[src/rtl/uart_rx_buffer_if.sv]
// Receiver-to-consumer bus of the UART receive buffer: push side from the
// receiver, pop side and status toward the consumer.
interface uart_rx_buffer_if #(
  parameter int DEPTH_LOG2 = 4
);
  // Strobe semantics: i_store_req and i_load_req are single-cycle requests
  // sampled on the rising clock; a push is accepted when the buffer has room
  // (or pops in the same cycle), a pop only when o_valid is high. Requests that
  // cannot be honoured are dropped, never held off, so there is no ready.
  logic                  i_store_req;
  logic [15:0]           i_data;
  logic                  i_error_parity;
  logic                  i_error_stop_bit;
  logic                  i_load_req;
  logic                  i_clear_flags;
  logic [15:0]           o_data;
  logic                  o_error_parity;
  logic                  o_valid;
  logic                  o_full;
  logic [DEPTH_LOG2:0]   o_count;
  logic                  o_overrun;
  logic                  o_error_frame;
  logic                  o_timeout;

  modport master (
    output i_store_req, i_data, i_error_parity, i_error_stop_bit,
           i_load_req, i_clear_flags,
    input  o_data, o_error_parity, o_valid, o_full, o_count,
           o_overrun, o_error_frame, o_timeout
  );

  modport slave (
    input  i_store_req, i_data, i_error_parity, i_error_stop_bit,
           i_load_req, i_clear_flags,
    output o_data, o_error_parity, o_valid, o_full, o_count,
           o_overrun, o_error_frame, o_timeout
  );
endinterface

[src/rtl/uart_rx_buffer.sv]
// First-word-fall-through receive FIFO for a UART: stores words with their
// parity flag, tracks sticky overrun/framing errors and an idle timeout.
module uart_rx_buffer #(
  parameter int DEPTH_LOG2     = 4,
  parameter int TIMEOUT_CYCLES = 320
) (
  input  logic             i_clock_x8,
  input  logic             i_reset_n,
  uart_rx_buffer_if.slave  bus
);

  localparam int DEPTH  = 1 << DEPTH_LOG2;
  localparam int IDLE_W = $clog2(TIMEOUT_CYCLES + 1);

  localparam logic [DEPTH_LOG2:0] FULL_COUNT = {1'b1, {DEPTH_LOG2{1'b0}}};
  localparam logic [DEPTH_LOG2:0] ONE_COUNT  = {{DEPTH_LOG2{1'b0}}, 1'b1};
  localparam logic [IDLE_W-1:0]   IDLE_MAX   = IDLE_W'(TIMEOUT_CYCLES);

  typedef logic [DEPTH_LOG2-1:0] ptr_t;

  logic [16:0]         mem [DEPTH];
  ptr_t                wr_ptr, rd_ptr, wr_ptr_nxt, rd_ptr_nxt;
  logic [DEPTH_LOG2:0] count, count_nxt;
  logic [IDLE_W-1:0]   idle_cnt, idle_nxt;
  logic [16:0]         head_q, head_nxt;
  logic                valid_q, full_q, overrun_q, frame_q, timeout_q;
  logic                overrun_nxt, frame_nxt, timeout_nxt;
  logic                do_push, do_pop, is_empty, is_full;

  always_comb begin
    is_empty    = (count == '0);
    is_full     = (count == FULL_COUNT);
    do_pop      = bus.i_load_req && !is_empty;
    do_push     = bus.i_store_req && (!is_full || do_pop);

    wr_ptr_nxt  = do_push ? wr_ptr + 1'b1 : wr_ptr;
    rd_ptr_nxt  = do_pop  ? rd_ptr + 1'b1 : rd_ptr;

    count_nxt   = count;
    case ({do_push, do_pop})
      2'b10:   count_nxt = count + 1'b1;
      2'b01:   count_nxt = count - 1'b1;
      default: count_nxt = count;
    endcase

    // The word being written becomes the head only when it is the sole entry
    // afterwards; it is not in the array yet, so bypass it.
    head_nxt = head_q;
    if (count_nxt != '0) begin
      if (do_push && count_nxt == ONE_COUNT)
        head_nxt = {bus.i_error_parity, bus.i_data};
      else
        head_nxt = mem[rd_ptr_nxt];
    end

    // Sticky flags: a new event in the same cycle beats the clear.
    overrun_nxt = overrun_q;
    if (bus.i_store_req && !do_push)
      overrun_nxt = 1'b1;
    else if (bus.i_clear_flags)
      overrun_nxt = 1'b0;

    frame_nxt = frame_q;
    if (bus.i_error_stop_bit)
      frame_nxt = 1'b1;
    else if (bus.i_clear_flags)
      frame_nxt = 1'b0;

    idle_nxt = idle_cnt;
    if (do_push || do_pop || is_empty)
      idle_nxt = '0;
    else if (idle_cnt != IDLE_MAX)
      idle_nxt = idle_cnt + 1'b1;

    timeout_nxt = (idle_nxt == IDLE_MAX) && (count_nxt != '0);
  end

  // Storage carries no reset so it can map onto plain RAM.
  always_ff @(posedge i_clock_x8) begin
    if (do_push)
      mem[wr_ptr] <= {bus.i_error_parity, bus.i_data};
  end

  always_ff @(posedge i_clock_x8 or negedge i_reset_n) begin
    if (!i_reset_n) begin
      wr_ptr    <= '0;
      rd_ptr    <= '0;
      count     <= '0;
      idle_cnt  <= '0;
      head_q    <= '0;
      valid_q   <= 1'b0;
      full_q    <= 1'b0;
      overrun_q <= 1'b0;
      frame_q   <= 1'b0;
      timeout_q <= 1'b0;
    end else begin
      wr_ptr    <= wr_ptr_nxt;
      rd_ptr    <= rd_ptr_nxt;
      count     <= count_nxt;
      idle_cnt  <= idle_nxt;
      head_q    <= head_nxt;
      valid_q   <= (count_nxt != '0);
      full_q    <= (count_nxt == FULL_COUNT);
      overrun_q <= overrun_nxt;
      frame_q   <= frame_nxt;
      timeout_q <= timeout_nxt;
    end
  end

  assign bus.o_data         = head_q[15:0];
  assign bus.o_error_parity = head_q[16];
  assign bus.o_valid        = valid_q;
  assign bus.o_full         = full_q;
  assign bus.o_count        = count;
  assign bus.o_overrun      = overrun_q;
  assign bus.o_error_frame  = frame_q;
  assign bus.o_timeout      = timeout_q;

endmodule

[src/flat_wrapper.sv]
// flat-port wrapper written by rule: the top's interface ports become plain ports
module uart_rx_buffer_flat 
#(
  parameter int DEPTH_LOG2     = 4,
  parameter int TIMEOUT_CYCLES = 320
)
  (i_clock_x8, i_reset_n, bus_i_store_req, bus_i_data, bus_i_error_parity, bus_i_error_stop_bit, bus_i_load_req, bus_i_clear_flags, bus_o_data, bus_o_error_parity, bus_o_valid, bus_o_full, bus_o_count, bus_o_overrun, bus_o_error_frame, bus_o_timeout);
  uart_rx_buffer_if #(.DEPTH_LOG2(DEPTH_LOG2)) bus_i ();
  input  logic i_clock_x8;
  input  logic i_reset_n;
  input wire logic [$bits(bus_i.i_store_req)-1:0] bus_i_store_req;
  input wire logic [$bits(bus_i.i_data)-1:0] bus_i_data;
  input wire logic [$bits(bus_i.i_error_parity)-1:0] bus_i_error_parity;
  input wire logic [$bits(bus_i.i_error_stop_bit)-1:0] bus_i_error_stop_bit;
  input wire logic [$bits(bus_i.i_load_req)-1:0] bus_i_load_req;
  input wire logic [$bits(bus_i.i_clear_flags)-1:0] bus_i_clear_flags;
  output wire logic [$bits(bus_i.o_data)-1:0] bus_o_data;
  output wire logic [$bits(bus_i.o_error_parity)-1:0] bus_o_error_parity;
  output wire logic [$bits(bus_i.o_valid)-1:0] bus_o_valid;
  output wire logic [$bits(bus_i.o_full)-1:0] bus_o_full;
  output wire logic [$bits(bus_i.o_count)-1:0] bus_o_count;
  output wire logic [$bits(bus_i.o_overrun)-1:0] bus_o_overrun;
  output wire logic [$bits(bus_i.o_error_frame)-1:0] bus_o_error_frame;
  output wire logic [$bits(bus_i.o_timeout)-1:0] bus_o_timeout;
  assign bus_i.i_store_req = bus_i_store_req;
  assign bus_i.i_data = bus_i_data;
  assign bus_i.i_error_parity = bus_i_error_parity;
  assign bus_i.i_error_stop_bit = bus_i_error_stop_bit;
  assign bus_i.i_load_req = bus_i_load_req;
  assign bus_i.i_clear_flags = bus_i_clear_flags;
  assign bus_o_data = bus_i.o_data;
  assign bus_o_error_parity = bus_i.o_error_parity;
  assign bus_o_valid = bus_i.o_valid;
  assign bus_o_full = bus_i.o_full;
  assign bus_o_count = bus_i.o_count;
  assign bus_o_overrun = bus_i.o_overrun;
  assign bus_o_error_frame = bus_i.o_error_frame;
  assign bus_o_timeout = bus_i.o_timeout;
  uart_rx_buffer #(.DEPTH_LOG2(DEPTH_LOG2), .TIMEOUT_CYCLES(TIMEOUT_CYCLES)) u_core (.i_clock_x8(i_clock_x8), .i_reset_n(i_reset_n), .bus(bus_i));
endmodule
[config.mk]
export PLATFORM = sky130hd
export DESIGN_NAME = uart_rx_buffer_flat
export DESIGN_NICKNAME = d
export VERILOG_FILES = /design/src/rtl/uart_rx_buffer_if.sv /design/src/rtl/uart_rx_buffer.sv /design/src/flat_wrapper.sv
export SDC_FILE = /design/constraint.sdc
export NUM_CORES = 1
export LEC_CHECK = 0
export CAP_MARGIN = 20
export CELL_PAD_IN_SITES_DETAIL_PLACEMENT = 0
export CELL_PAD_IN_SITES_GLOBAL_PLACEMENT = 1
export CORE_AREA = 2 2 201 203
export CTS_BUF_LIST = sky130_fd_sc_hd__clkbuf_2 sky130_fd_sc_hd__clkbuf_4 sky130_fd_sc_hd__clkbuf_8
export DETAILED_ROUTE_END_ITERATION = 8
export DIE_AREA = 0 0 203 205
export GPL_TIMING_DRIVEN = 1
export PLACE_DENSITY_LB_ADDON = 0.1
export SETUP_SLACK_MARGIN = 0.2
export SYNTH_ARGS = -nofsm -noshare
export SYNTH_HDL_FRONTEND = slang
export SYNTH_SLANG_ARGS = --single-unit
[constraint.sdc]
create_clock -name i_clock_x8 -period 5.81 [get_ports i_clock_x8]
set_clock_uncertainty 0.05 [all_clocks]
set_input_delay 0.581 -clock i_clock_x8 [delete_from_list [all_inputs] [get_ports i_clock_x8]]
set_output_delay 0.581 -clock i_clock_x8 [all_outputs]
set_load 0.01 [all_outputs]
==> flow_summary.ini <==
[clock_tree]
cts.clk_slew.worst_paths_ns = 0.06
clock_tree.root_cell = clkbuf_8
hold_buffers_post_cts = 1
post_cts.repair.setup_buffers = 0
clock_insertion_delay_worst_skew_ns = 0.64
cts_htree_levels = 2
clock_path_buffers = 3
cts_inserted_buffers = 56
cts.repair.resized = 0
tritoncts = yes
clkSinkCount = 316

[timing]
rsz_0062_raised_after_global_routing = no
aggregate_negative_setup_slack_ns = 0
timing.final.crit_period_ns = 4.70
setup-violations-final = 0
period_share_pct = 80.9
timing_max_transition_violations_final = 0
timing.max_slew.rel_slack_pct = 31.6
achievable_frequency_ghz = 0.213
timing_worst_slew_pin_value_ns = 1.03
report.final.hold_viol_count = 0

[logic_synthesis]
synth_area_per_cell_um2 = 15.9
yosysTopAreaCellShare_pct = 52.4
synth_fp_nets = 1014
post-synth-top-count-cell = edfxtp_1
synth.yosys.seq_area_share_pct = 59.4
yosys.area_share.adder_pct = 1.01
asyncSetResetFlopFracSynth_pct = 13.9
synthDominantAreaCellType = edfxtp_1
synthesis.yosys.warnings = 0
synth_compound_gate_area_share_pct = 8.68
synth_enable_flop_cells = 272
synth-xor-area-share_pct = 1.13
most_common_flop_cell_mapped_by_yosys = edfxtp_1
netlist_instances = 979
register_bit_count_reported_by_yosys = 316
synth_area_um2 = 15600
synthTopCellsByArea = edfxtp_1 (52%), mux4_2 (15%), mux2i_1 (9.0%), dfrtp_1 (7.1%), a22o_1 (2.9%)
muxShareOfSynthArea_pct = 24.0
synth.lib_cells_used.distinct = 47
synth_top_family_by_area = multiplexers
synthSimpleGateAreaFrac_pct = 3.34
synth_common_cells = edfxtp_1 (272), mux2i_1 (140), mux4_2 (102)

[critical_path]
worst_path_dominant_cell_family = compound AO/OA/AOI/OAI gates
crit_path_required_time_ns = 6.21
critPathMaxStageDelay_ns = 0.78
crit_fanout = 18
start_kind = flip-flop
criticalPathCategory = reg2reg
timing.critical_path.cells = or3_1 -> o311a_1 -> ha_1 -> a21o_1 -> a21oi_1 -> xnor2_1 -> a211o_1 -> a21bo_1 -> a21boi_2 -> a222oi_1
cp_data_arrival_time_ns = 5.10
timing.critical_path.buf_inv = 0
critPathSlowestCell = a21boi_2
critPathCaptureType = flip-flop

[floorplan]
fp.coreArea_um2 = 39400
placement_rows = 73
ios = 50
floorplan.die.height_um = 205
design.die.area_um2 = 41600
initial_core_util_pct = 39.6
dieWidth_um = 203

[placed_design]
io_buffer_count = 49
gp_congestion = 0.776
hpwl_um = 23500
dp.cells = 1505

[power]
power.switching_fraction_pct = 37.1
pwr-share-comb_pct = 45.2
p_int_uw = 5940
p_per_area_nw_per_um2 = 528
seqPwrFrac_pct = 33.1
peakVddDrop_uv = 350
power.switching_uw = 3500
clock_power_share_pct = 21.8
power_leakage_uw = 0.00621

[finish]
nNetsFinal = 1075
fillCellCount = 3460
multiInputGateArea_um2 = 6050
n_antenna_cell = 0
final_layout_size_suffix_gt1_share_pct = 23.9
number_of_standard_cells_in_the_final_layout_excluding_fillers = 1610
syn_to_final_growth_pct = 14.8
finish.utilization_pct = 45.5
total_area_of_sequential_cells_um2 = 9280

[detailed_routing]
average_via_count_per_standard_cell = 5.86
dr_total_vias = 9436
detailedRoute.firstIterationViolations = 700
post-route-drc-count = 0
drt.antenna.violating_nets = 0
detailed_router_iteration_count_before_antenna_repair = 6
detail_route.wl_per_cell_um = 25.9
finalWirelength_um = 41800

[global_routing]
grt_pass1_vias = 9695
antenna_found_initial = 0
wire_length_of_the_first_global_routing_pass_um = 62100
grt_start_max_net_pins = 57
gr-total-overflow = 0
gr-usage-all-layers_pct = 20.6

[run_status]
outcome = finished, final reports clean

[min_path]
min-delay-path-class = reg2reg

[job]
drv.max_cap_violation_count = 0
[worst paths after layout]
check	start	depth (start not counted)	slack (ns)	endpoint
min in group asynchronous	i_reset_n	3	0.52	u_core.idle_cnt[4]$_DFF_PN0_
setup / recovery	u_core.bus.o_count[1]$_DFF_PN0_	10	1.11	u_core.head_q[5]$_DFFE_PN0P_
max in group asynchronous	i_reset_n	3	4.71	u_core.rd_ptr[0]$_DFF_PN0_
hold / removal	u_core.bus.o_error_frame$_DFFE_PN0P_	1	0.43	u_core.bus.o_error_frame$_DFFE_PN0P_
hold reg to reg	u_core.bus.o_error_frame$_DFFE_PN0P_	1	0.43	u_core.bus.o_error_frame$_DFFE_PN0P_
setup reg to reg	u_core.bus.o_count[1]$_DFF_PN0_	10	1.11	u_core.head_q[5]$_DFFE_PN0P_
[layout make-up]
type / instances / share of cell area [%]
repair buffers: 81 / 4.09
flip-flops and latches: 316 / 51.8
clock buffers: 84 / 5.83
clock inverters: 19 / 0.510
multi-input cells: 573 / 33.8
inverters: 12 / 0.280
well taps: 525 / 3.67
[layer usage]
| metal | track usage, % | share of wire, % | vias up |
|---|---|---|---|
| met5 | 0 | 0 | - |
| met4 | 8.55 | 3.3 | 0 |
| met3 | 3.13 | 4.6 | 86 |
| met2 | 34.2 | 48 | 267 |
| met1 | 27.1 | 44 | 4911 |
| li1 | - | - | 4172 |
[metrics by stage]
step | hold WS [ns] | power, uW | worst slack [ns] | cell area [um2]
after global routing | 0.445 | 9970 | 0.826 | 17900
after global placement | 0.412 | 7440 | 1.05 | 16700
after detailed placement | 0.418 | 7450 | 0.994 | 16700
after floorplan | 0.235 | 6150 | 1.85 | 15600
after CTS | 0.430 | 9550 | 1.19 | 17900
final | 0.428 | 9440 | 1.11 | 17900
[registers in the layout, summed over array words and instances, names as in the netlist]
name / cells
u_core.wr_ptr: 4
u_core.bus.o_overrun: 1
u_core.head_q: 17
u_core.mem: 272
u_core.bus.o_valid: 1
u_core.bus.o_error_frame: 1
u_core.bus.o_full: 1
u_core.bus.o_count: 5
u_core.idle_cnt: 9
u_core.rd_ptr: 4
u_core.bus.o_timeout: 1
[power groups by stage]
| stage | sequential, uW | combinational [uW] | clock, uW |
|---|---|---|---|
| 2_1_floorplan | 2990 | 3160 | 0 |
| 3_3_place_gp | 3160 | 4270 | 0 |
| 3_5_place_dp | 3160 | 4290 | 0 |
| 4_1_cts | 3120 | 4300 | 2130 |
| 5_1_grt | 3170 | 4580 | 2220 |
| 6_report | 3120 | 4260 | 2050 |
[cells by family (layout without fill, tap and decap cells)]
group	Yosys count	in the layout
muxes	246	246
xor gates and xnor gates	18	18
buffers and inverters	90	196
and+or+nand+nor	111	111
AOI/OAI and AO/OA	186	186
adders and majority gates	12	12
DFF	316	316
[worst register-to-register path, cell delays in order, from the launching register on]
cell and delay (ns):
dfrtp_1 0.46, or3_1 0.45, o311a_1 0.41, ha_1 0.31
a21o_1 0.17, a21oi_1 0.18, xnor2_1 0.21, a211o_1 0.61
a21bo_1 0.63, a21boi_2 0.78, a222oi_1 0.25
[cell usage in the layout, fill, tap and decap left out, types with 2 or more instances in the layout]
cell type        instances
clkinv_1                 9
nand2b_1                 4
xnor2_1                 10
clkbuf_4                18
nand2_1                 51
nor3_2                   4
nand3b_1                 2
nand4b_1                 2
clkdlybuf4s50_1         48
edfxtp_1               272
mux2i_1                140
nor2_1                  13
mux2_2                   4
clkbuf_8                66
nor2_4                   5
a21o_1                   2
inv_1                   11
o22ai_1                 51
and3_1                   2
clkinvlp_4               3
or3_1                    2
a22oi_1                 17
nand3_1                  7
clkinv_2                 7
nor2_2                   8
xor2_1                   6
buf_4                   30
o21ai_0                 36
ha_1                    10
a22o_1                  51
a21oi_1                  4
nor3_1                   3
dfrtp_4                  2
mux4_2                 102
dfrtp_1                 42
a222oi_1                17
Power figures use the tool's default switching activity.
